==> src/rtl/mmix_mem_bridge_if.sv <==
// Bus bundles for mmix_mem_bridge: the CPU-side mmix_* request bus and the
// 32-bit Avalon-MM port toward on-chip RAM / SDRAM.
interface mmix_bus_if;
    logic [63:0] mmix_address;
    logic [1:0]  mmix_datasize;
    logic        mmix_read;
    logic        mmix_write;
    logic [63:0] mmix_writedata;
    logic [63:0] mmix_readdata;
    logic        mmix_done;
    logic        bus_err;

    modport master (
        output mmix_address, mmix_datasize, mmix_read, mmix_write, mmix_writedata,
        input  mmix_readdata, mmix_done, bus_err
    );
    modport slave (
        input  mmix_address, mmix_datasize, mmix_read, mmix_write, mmix_writedata,
        output mmix_readdata, mmix_done, bus_err
    );
endinterface

interface avm_bus_if #(
    parameter int ADDR_W = 32
);
    logic [ADDR_W-1:0] avm_address;
    logic              avm_read;
    logic              avm_write;
    logic [3:0]        avm_byteenable;
    logic [31:0]       avm_writedata;
    logic [31:0]       avm_readdata;
    logic              avm_waitrequest;

    modport master (
        output avm_address, avm_read, avm_write, avm_byteenable, avm_writedata,
        input  avm_readdata, avm_waitrequest
    );
    modport slave (
        input  avm_address, avm_read, avm_write, avm_byteenable, avm_writedata,
        output avm_readdata, avm_waitrequest
    );
endinterface

==> src/rtl/mmix_mem_bridge.sv <==
// MMIX memory bus responder onto a 32-bit big-endian Avalon-MM master; octas split in two beats.
// Define MMIX_BRIDGE_TIMEOUT_EN to enable the waitrequest watchdog (abort with bus_err).
module mmix_mem_bridge #(
    parameter int ADDR_W         = 32,
    parameter int TIMEOUT_CYCLES = 1024
) (
    input  logic      clk,
    input  logic      reset_n,
    mmix_bus_if.slave mmix,
    avm_bus_if.master avm
);
    typedef enum logic [2:0] {S_IDLE, S_BEAT_HI, S_BEAT_LO, S_DONE, S_GAP} state_t;

    state_t            state_q, state_d;
    logic [ADDR_W-1:0] addr_q, addr_d;
    logic              rd_q, rd_d, wr_q, wr_d;
    logic [3:0]        be_q, be_d;
    logic [31:0]       wdata_q, wdata_d;
    logic [31:0]       wlo_q, wlo_d;
    logic [1:0]        size_q, size_d;
    logic [1:0]        boff_q, boff_d;
    logic [31:0]       hi_q, hi_d;
    logic [63:0]       rdata_q, rdata_d;
    logic              is_rd_q, is_rd_d;
    logic              timeout;

    logic [1:0]        req_b;
    logic [3:0]        req_be;
    logic [31:0]       req_wd;
    logic [31:0]       rd_shift;
    logic [63:0]       rd_lane;
    logic              unused_addr_hi;

    assign req_b          = mmix.mmix_address[1:0];
    assign unused_addr_hi = ^mmix.mmix_address[63:ADDR_W];

    // Big-endian lane placement: byte offset b lives in bits [31-8b -: 8].
    always_comb begin
        req_be = 4'b1111;
        req_wd = mmix.mmix_writedata[31:0];
        case (mmix.mmix_datasize)
            2'd0: begin
                req_be = 4'b1000 >> req_b;
                req_wd = {24'd0, mmix.mmix_writedata[7:0]} << {2'd3 - req_b, 3'b000};
            end
            2'd1: begin
                req_be = req_b[1] ? 4'b0011 : 4'b1100;
                req_wd = {16'd0, mmix.mmix_writedata[15:0]} << {~req_b[1], 4'b0000};
            end
            2'd3:    req_wd = mmix.mmix_writedata[63:32];
            default: ;
        endcase
    end

    always_comb begin
        rd_shift = avm.avm_readdata;
        rd_lane  = {32'd0, avm.avm_readdata};
        case (size_q)
            2'd0: begin
                rd_shift = avm.avm_readdata >> {2'd3 - boff_q, 3'b000};
                rd_lane  = {56'd0, rd_shift[7:0]};
            end
            2'd1: begin
                rd_shift = avm.avm_readdata >> {~boff_q[1], 4'b0000};
                rd_lane  = {48'd0, rd_shift[15:0]};
            end
            default: ;
        endcase
    end

`ifdef MMIX_BRIDGE_TIMEOUT_EN
    localparam int CNT_W = $clog2(TIMEOUT_CYCLES + 1);
    logic [CNT_W-1:0] cnt_q, cnt_d;
    logic             err_q, err_d;

    assign timeout = avm.avm_waitrequest && (cnt_q == CNT_W'(TIMEOUT_CYCLES - 1));

    always_comb begin
        cnt_d = '0;
        if ((state_q == S_BEAT_HI || state_q == S_BEAT_LO) && avm.avm_waitrequest)
            cnt_d = cnt_q + 1'b1;
        err_d = err_q;
        if (state_q == S_IDLE)
            err_d = 1'b0;
        else if (timeout && (state_q == S_BEAT_HI || state_q == S_BEAT_LO))
            err_d = 1'b1;
    end

    always_ff @(posedge clk) begin
        if (!reset_n) begin
            cnt_q <= '0;
            err_q <= 1'b0;
        end else begin
            cnt_q <= cnt_d;
            err_q <= err_d;
        end
    end

    assign mmix.bus_err = (state_q == S_DONE) && err_q;
`else
    assign timeout      = 1'b0;
    assign mmix.bus_err = 1'b0;
`endif

    always_comb begin
        state_d = state_q;
        addr_d  = addr_q;
        rd_d    = rd_q;
        wr_d    = wr_q;
        be_d    = be_q;
        wdata_d = wdata_q;
        wlo_d   = wlo_q;
        size_d  = size_q;
        boff_d  = boff_q;
        hi_d    = hi_q;
        rdata_d = rdata_q;
        is_rd_d = is_rd_q;
        case (state_q)
            S_IDLE: begin
                if (mmix.mmix_read || mmix.mmix_write) begin
                    state_d = S_BEAT_HI;
                    rd_d    = mmix.mmix_read;
                    wr_d    = !mmix.mmix_read;
                    is_rd_d = mmix.mmix_read;
                    addr_d  = {mmix.mmix_address[ADDR_W-1:3],
                               mmix.mmix_datasize == 2'd3 ? 1'b0 : mmix.mmix_address[2], 2'b00};
                    be_d    = req_be;
                    wdata_d = req_wd;
                    wlo_d   = mmix.mmix_writedata[31:0];
                    size_d  = mmix.mmix_datasize;
                    boff_d  = req_b;
                end
            end
            S_BEAT_HI, S_BEAT_LO: begin
                if (timeout) begin
                    rd_d    = 1'b0;
                    wr_d    = 1'b0;
                    state_d = S_DONE;
                    if (is_rd_q)
                        rdata_d = 64'hFFFF_FFFF_FFFF_FFFF;
                end else if (!avm.avm_waitrequest) begin
                    if (state_q == S_BEAT_HI && size_q == 2'd3) begin
                        hi_d    = avm.avm_readdata;
                        addr_d  = addr_q + ADDR_W'(4);
                        wdata_d = wlo_q;
                        state_d = S_BEAT_LO;
                    end else begin
                        rd_d    = 1'b0;
                        wr_d    = 1'b0;
                        state_d = S_DONE;
                        if (is_rd_q)
                            rdata_d = (state_q == S_BEAT_LO) ? {hi_q, avm.avm_readdata} : rd_lane;
                    end
                end
            end
            // One dead cycle so a request level still held after done is not re-accepted.
            S_DONE:  state_d = S_GAP;
            S_GAP:   state_d = S_IDLE;
            default: state_d = S_IDLE;
        endcase
    end

    always_ff @(posedge clk) begin
        if (!reset_n) begin
            state_q <= S_IDLE;
            addr_q  <= '0;
            rd_q    <= 1'b0;
            wr_q    <= 1'b0;
            be_q    <= '0;
            wdata_q <= '0;
            wlo_q   <= '0;
            size_q  <= '0;
            boff_q  <= '0;
            hi_q    <= '0;
            rdata_q <= '0;
            is_rd_q <= 1'b0;
        end else begin
            state_q <= state_d;
            addr_q  <= addr_d;
            rd_q    <= rd_d;
            wr_q    <= wr_d;
            be_q    <= be_d;
            wdata_q <= wdata_d;
            wlo_q   <= wlo_d;
            size_q  <= size_d;
            boff_q  <= boff_d;
            hi_q    <= hi_d;
            rdata_q <= rdata_d;
            is_rd_q <= is_rd_d;
        end
    end

    assign avm.avm_address    = addr_q;
    assign avm.avm_read       = rd_q;
    assign avm.avm_write      = wr_q;
    assign avm.avm_byteenable = be_q;
    assign avm.avm_writedata  = wdata_q;
    assign mmix.mmix_readdata = rdata_q;
    assign mmix.mmix_done     = (state_q == S_DONE);
endmodule

==> src/flat_wrapper.sv <==
// flat-port wrapper written by rule: the top's interface ports become plain ports
module mmix_mem_bridge_flat 
#(
    parameter int ADDR_W         = 32,
    parameter int TIMEOUT_CYCLES = 1024
)
  (clk, reset_n, mmix_mmix_address, mmix_mmix_datasize, mmix_mmix_read, mmix_mmix_write, mmix_mmix_writedata, mmix_mmix_readdata, mmix_mmix_done, mmix_bus_err, avm_avm_address, avm_avm_read, avm_avm_write, avm_avm_byteenable, avm_avm_writedata, avm_avm_readdata, avm_avm_waitrequest);
  mmix_bus_if mmix_i ();
  avm_bus_if #(.ADDR_W(ADDR_W)) avm_i ();
  input  logic clk;
  input  logic reset_n;
  input wire logic [$bits(mmix_i.mmix_address)-1:0] mmix_mmix_address;
  input wire logic [$bits(mmix_i.mmix_datasize)-1:0] mmix_mmix_datasize;
  input wire logic [$bits(mmix_i.mmix_read)-1:0] mmix_mmix_read;
  input wire logic [$bits(mmix_i.mmix_write)-1:0] mmix_mmix_write;
  input wire logic [$bits(mmix_i.mmix_writedata)-1:0] mmix_mmix_writedata;
  output wire logic [$bits(mmix_i.mmix_readdata)-1:0] mmix_mmix_readdata;
  output wire logic [$bits(mmix_i.mmix_done)-1:0] mmix_mmix_done;
  output wire logic [$bits(mmix_i.bus_err)-1:0] mmix_bus_err;
  output wire logic [$bits(avm_i.avm_address)-1:0] avm_avm_address;
  output wire logic [$bits(avm_i.avm_read)-1:0] avm_avm_read;
  output wire logic [$bits(avm_i.avm_write)-1:0] avm_avm_write;
  output wire logic [$bits(avm_i.avm_byteenable)-1:0] avm_avm_byteenable;
  output wire logic [$bits(avm_i.avm_writedata)-1:0] avm_avm_writedata;
  input wire logic [$bits(avm_i.avm_readdata)-1:0] avm_avm_readdata;
  input wire logic [$bits(avm_i.avm_waitrequest)-1:0] avm_avm_waitrequest;
  assign mmix_i.mmix_address = mmix_mmix_address;
  assign mmix_i.mmix_datasize = mmix_mmix_datasize;
  assign mmix_i.mmix_read = mmix_mmix_read;
  assign mmix_i.mmix_write = mmix_mmix_write;
  assign mmix_i.mmix_writedata = mmix_mmix_writedata;
  assign mmix_mmix_readdata = mmix_i.mmix_readdata;
  assign mmix_mmix_done = mmix_i.mmix_done;
  assign mmix_bus_err = mmix_i.bus_err;
  assign avm_avm_address = avm_i.avm_address;
  assign avm_avm_read = avm_i.avm_read;
  assign avm_avm_write = avm_i.avm_write;
  assign avm_avm_byteenable = avm_i.avm_byteenable;
  assign avm_avm_writedata = avm_i.avm_writedata;
  assign avm_i.avm_readdata = avm_avm_readdata;
  assign avm_i.avm_waitrequest = avm_avm_waitrequest;
  mmix_mem_bridge #(.ADDR_W(ADDR_W), .TIMEOUT_CYCLES(TIMEOUT_CYCLES)) u_core (.clk(clk), .reset_n(reset_n), .mmix(mmix_i), .avm(avm_i));
endmodule
==> config.mk <==
export PLATFORM = sky130hd
export DESIGN_NAME = mmix_mem_bridge_flat
export DESIGN_NICKNAME = d
export VERILOG_FILES = /design/src/rtl/mmix_mem_bridge_if.sv /design/src/rtl/mmix_mem_bridge.sv /design/src/flat_wrapper.sv
export SDC_FILE = /design/constraint.sdc
export NUM_CORES = 1
export LEC_CHECK = 0
export CORE_MARGIN = 3
export CORE_UTILIZATION = 42
export DETAILED_ROUTE_END_ITERATION = 10
export PLACE_DENSITY = 0.77
export RECOVER_POWER = 25
export SLEW_MARGIN = 20
export SYNTH_ARGS = -nofsm -noshare
export SYNTH_HDL_FRONTEND = slang
export SYNTH_SLANG_ARGS = --single-unit
==> constraint.sdc <==
create_clock -name clk -period 1.8 [get_ports clk]
set_input_delay 0.27 -clock clk [delete_from_list [all_inputs] [get_ports clk]]
set_output_delay 0.27 -clock clk [all_outputs]
set_load 0.05 [all_outputs]
==> key figures <==
Setup path
  – CP endpoint: u_core.avm.avm_address[28]$_SDFFE_PN0P_
  – Worst-path fanout max: 6
  – End of the worst register-to-register path: u_core.avm.avm_address[28]$_SDFFE_PN0P_
  – Critical R2R Launch: u_core.state_q[0]$_SDFFE_PN0P_
  – WP data required: 2.25 ns
  – FF-to-FF setup slack: -0.01 ns
  – Worst path arrival time: 2.27 ns
  – Crit path capture type: flip-flop
  – Worst setup SP type: flip-flop
  – Kind of critical path: reg2reg
  – Critical path launch point: u_core.state_q[0]$_SDFFE_PN0P_
  – Cells on worst reg2reg path: 5

Layout
  – Layout cells sized above 1: 22.7%
  – Post-route cell area: 14200 µm²
  – Fin nets: 1719
  – Number of diodes: 0
  – Layout area overhead: 50.3%

Timing
  – Worst setup margin: -0.0147 ns
  – Slew @ Worst Pin: 0.650 ns
  – Setup Skew: 0.0206 ns
  – Final hold violations: 0
  – Tmin final: 1.81 ns
  – Worst rel slew slack: 56.5%
  – Period utilization: 101%
  – Slew Viols, Final: 0
  – Final setup viols: 2
  – Final setup TNS: -0.0160 ns
  – Fmax: 0.551 GHz
  – RSZ-0062 raised after global routing: yes

Placement
  – Gpl congestion: 0.914
  – IO buf count: 267
  – DP Worst Slack: -0.479 ns
  – Placed Area: 13100 µm²
  – Hpwl dp: 25600 µm

Yosys
  – Gate Count Post-Synth: 1226
  – Ranking of synthesized cells by area: dfxtp_1 (43%), a21oi_1 (9.4%), nand2_1 (9.3%), nand3_1 (5.1%), clkbuf_1 (3.2%)
  – Yosys cell types: 71
  – Top cells by count, synth: nand2_1 (234), dfxtp_1 (204), a21oi_1 (177)
  – Synth Flop Type: dfxtp_1
  – Cell with the most instances after synthesis: nand2_1
  – Synthesis Warnings: 0
  – Post-Syn Area per Cell: 7.73 µm²
  – Post-synth EDFFs: 0
  – Flops & latches, synth: 204
  – Mapped cell area: 9470 µm²
  – Top cell type's share of synthesized area: 43.1%
  – Synth async-reset ratio: 0%
  – Sequential share of the synthesized area: 43.1%
  – Yosys top cell by area: dfxtp_1

Worst hold path
  – HP Class: in2reg

CTS
  – CTS Root Cell: clkbuf_16
  – CTS sink cnt: 204
  – Cts hold-fix bufs: 0
  – Clock Tree Buf Depth: 3
  – Clk slew on worst S/H paths: 0.06 ns
  – CTS tree: built
  – Clk_lat worst skew: 0.51 ns
  – TritonCTS Buffers: 22
  – CTS H-tree depth: 1

Power
  – Power Total: 14.0 mW
  – PwrDens: 983 nW/µm²
  – Worst vdd ir: 679 µV
  – Leakage dissipation: 5.64 nW

Job
  – Max-Cap Viols: 0

Floorplan
  – Core region area: 22000 µm²
  – Die ar.: 24400 µm²
  – Initial core utilization: 43.0%
  – Die Height: 156 µm
  – Chip width: 156 µm
  – IO Pins: 303
  – Row count: 54

Route
  – WL/cell: 19.9 µm
  – Routed Antenna Nets: 0
  – DRC Markers: 0
  – Final WL: 36700 µm
  – DRT Pass-1 Iters: 5
  – DRT iter0 DRCs: 986
  – Avg Vias per Cell: 5.83
  – Vias post-DR: 10.8k

GRT
  – GRT Total Usage: 27.8%
  – Initial antenna violation count: 0
  – Largest net degree at the start of global routing: 133
  – Vias in the first global route: 10.1k
  – Global-route wire length before repair: 55000 µm
  – Gr ovfl total: 0

Run status
  – Violated checks: negative setup slack
  – Status: complete, but fails checks
-- kinds of logic after synthesis --
group                    after synthesis  synth area share, %
other                                  1               0.0396
buffers and inverters                119                 5.18
flip-flops                           204                 43.1
AO/OA/AOI/OAI                        369                 23.9
AND/OR/NAND/NOR                      504                 24.6
multiplexers                          27                 2.96
adder cells (fa/ha/maj)                1                0.132
XOR/XNOR                               1               0.0925
-- cell type report --
type	count	area, µm²
clock buffer	32	661
clock inverter	7	91.3
fill	1896	7780
inverter	5	21.3
multi-input combinational	906	5180
sequential	204	4130
tap	280	350
timing repair buffer	412	3800
-- through the flow --
step | utilization [%] | cells | hold WS [ns]
after floorplan | - | 1228 | 0.397
after global placement | 59.5 | 1794 | 0.441
after detailed placement | 59.5 | 1794 | 0.445
after CTS | 63.0 | 1835 | 0.290
after global routing | 64.7 | 1846 | 0.317
final | 64.7 | 1846 | 0.301
-- worst max-delay path, cell delays in order, from the launching register on --
cell     delay (ns)
dfxtp_4        0.39
or3b_4         0.42
o22a_4         0.25
or3_1          0.35
o41ai_2        0.21
o21a_1         0.14
-- worst min path at each step --
stage                                                           from                                    endpoint  slack, ns  cells after the start
final                                                        reset_n     u_core.avm.avm_address[19]$_SDFFE_PN0P_       0.30                      5
after global routing                                         reset_n     u_core.avm.avm_address[22]$_SDFFE_PN0P_       0.32                      3
after CTS                                                    reset_n     u_core.avm.avm_address[19]$_SDFFE_PN0P_       0.29                      5
after detailed placement  u_core.mmix.mmix_readdata[43]$_SDFFE_PN0P_  u_core.mmix.mmix_readdata[43]$_SDFFE_PN0P_       0.45                      2
after global placement    u_core.mmix.mmix_readdata[32]$_SDFFE_PN0P_  u_core.mmix.mmix_readdata[32]$_SDFFE_PN0P_       0.44                      2
after floorplan                                mmix_mmix_address[14]     u_core.avm.avm_address[14]$_SDFFE_PN0P_       0.40                      2
-- timing repair --
item	CTS	global route
buffers inserted	1	6
gates resized for setup	62	43
gates cloned	1	5
pin swaps	2	8
setup endpoints to repair	187	83
-- routing by layer --
| metal | share of wire (%) | track usage (%) |
|---|---|---|
| met3 | 8.9 | 5.60 |
| met5 | 0 | 0 |
| met2 | 46 | 43.7 |
| met1 | 41 | 37.5 |
| met4 | 4.0 | 11.2 |
-- power by group --
part / switching (mW) / internal (mW) / total, mW
clock: 1.88 / 2.84 / 4.72
sequential: 0.263 / 4.86 / 5.12
combinational: 2.52 / 1.64 / 4.16
-- registers in the layout (all words and copies together), names as in the netlist --
signal / count
u_core.hi_q: 32
u_core.avm.avm_writedata: 32
u_core.avm.avm_write: 1
u_core.is_rd_q: 1
u_core.wlo_q: 32
u_core.avm.avm_byteenable: 4
u_core.state_q: 3
u_core.boff_q: 2
u_core.avm.avm_read: 1
u_core.mmix.mmix_readdata: 64
u_core.size_q: 2
u_core.avm.avm_address: 30
-- layout by cell type (no fill, tap or decap), types with 5 or more instances in the layout --
| cell | netlist | layout |
|---|---|---|
| nand2b_1 | 15 | 15 |
| nand2_1 | 234 | 234 |
| nor4_2 | 1 | 5 |
| a21oi_1 | 177 | 173 |
| o21ai_1 | 21 | 22 |
| mux2_2 | 8 | 8 |
| a221oi_2 | 0 | 9 |
| nand4_1 | 14 | 14 |
| dfxtp_2 | 0 | 18 |
| dlygate4sd2_1 | 0 | 47 |
| buf_4 | 4 | 203 |
| nor3_1 | 21 | 18 |
| mux2i_1 | 19 | 19 |
| clkdlybuf4s50_1 | 0 | 133 |
| buf_12 | 0 | 20 |
| dfxtp_1 | 204 | 179 |
| o211ai_1 | 18 | 18 |
| nor2_1 | 68 | 59 |
| buf_6 | 2 | 5 |
| nor2_2 | 0 | 6 |
| o22ai_1 | 13 | 12 |
| clkbuf_16 | 0 | 27 |
| a221o_1 | 8 | 8 |
| a221oi_1 | 32 | 23 |
| a22o_1 | 5 | 5 |
| nor4bb_1 | 8 | 8 |
| o2bb2ai_1 | 5 | 5 |
| nand3_1 | 97 | 96 |
| a32oi_1 | 9 | 9 |
| dfxtp_4 | 0 | 7 |
| clkbuf_1 | 81 | 5 |
| o21ai_0 | 44 | 43 |
Note: power is estimated with default switching activity, not from simulation.
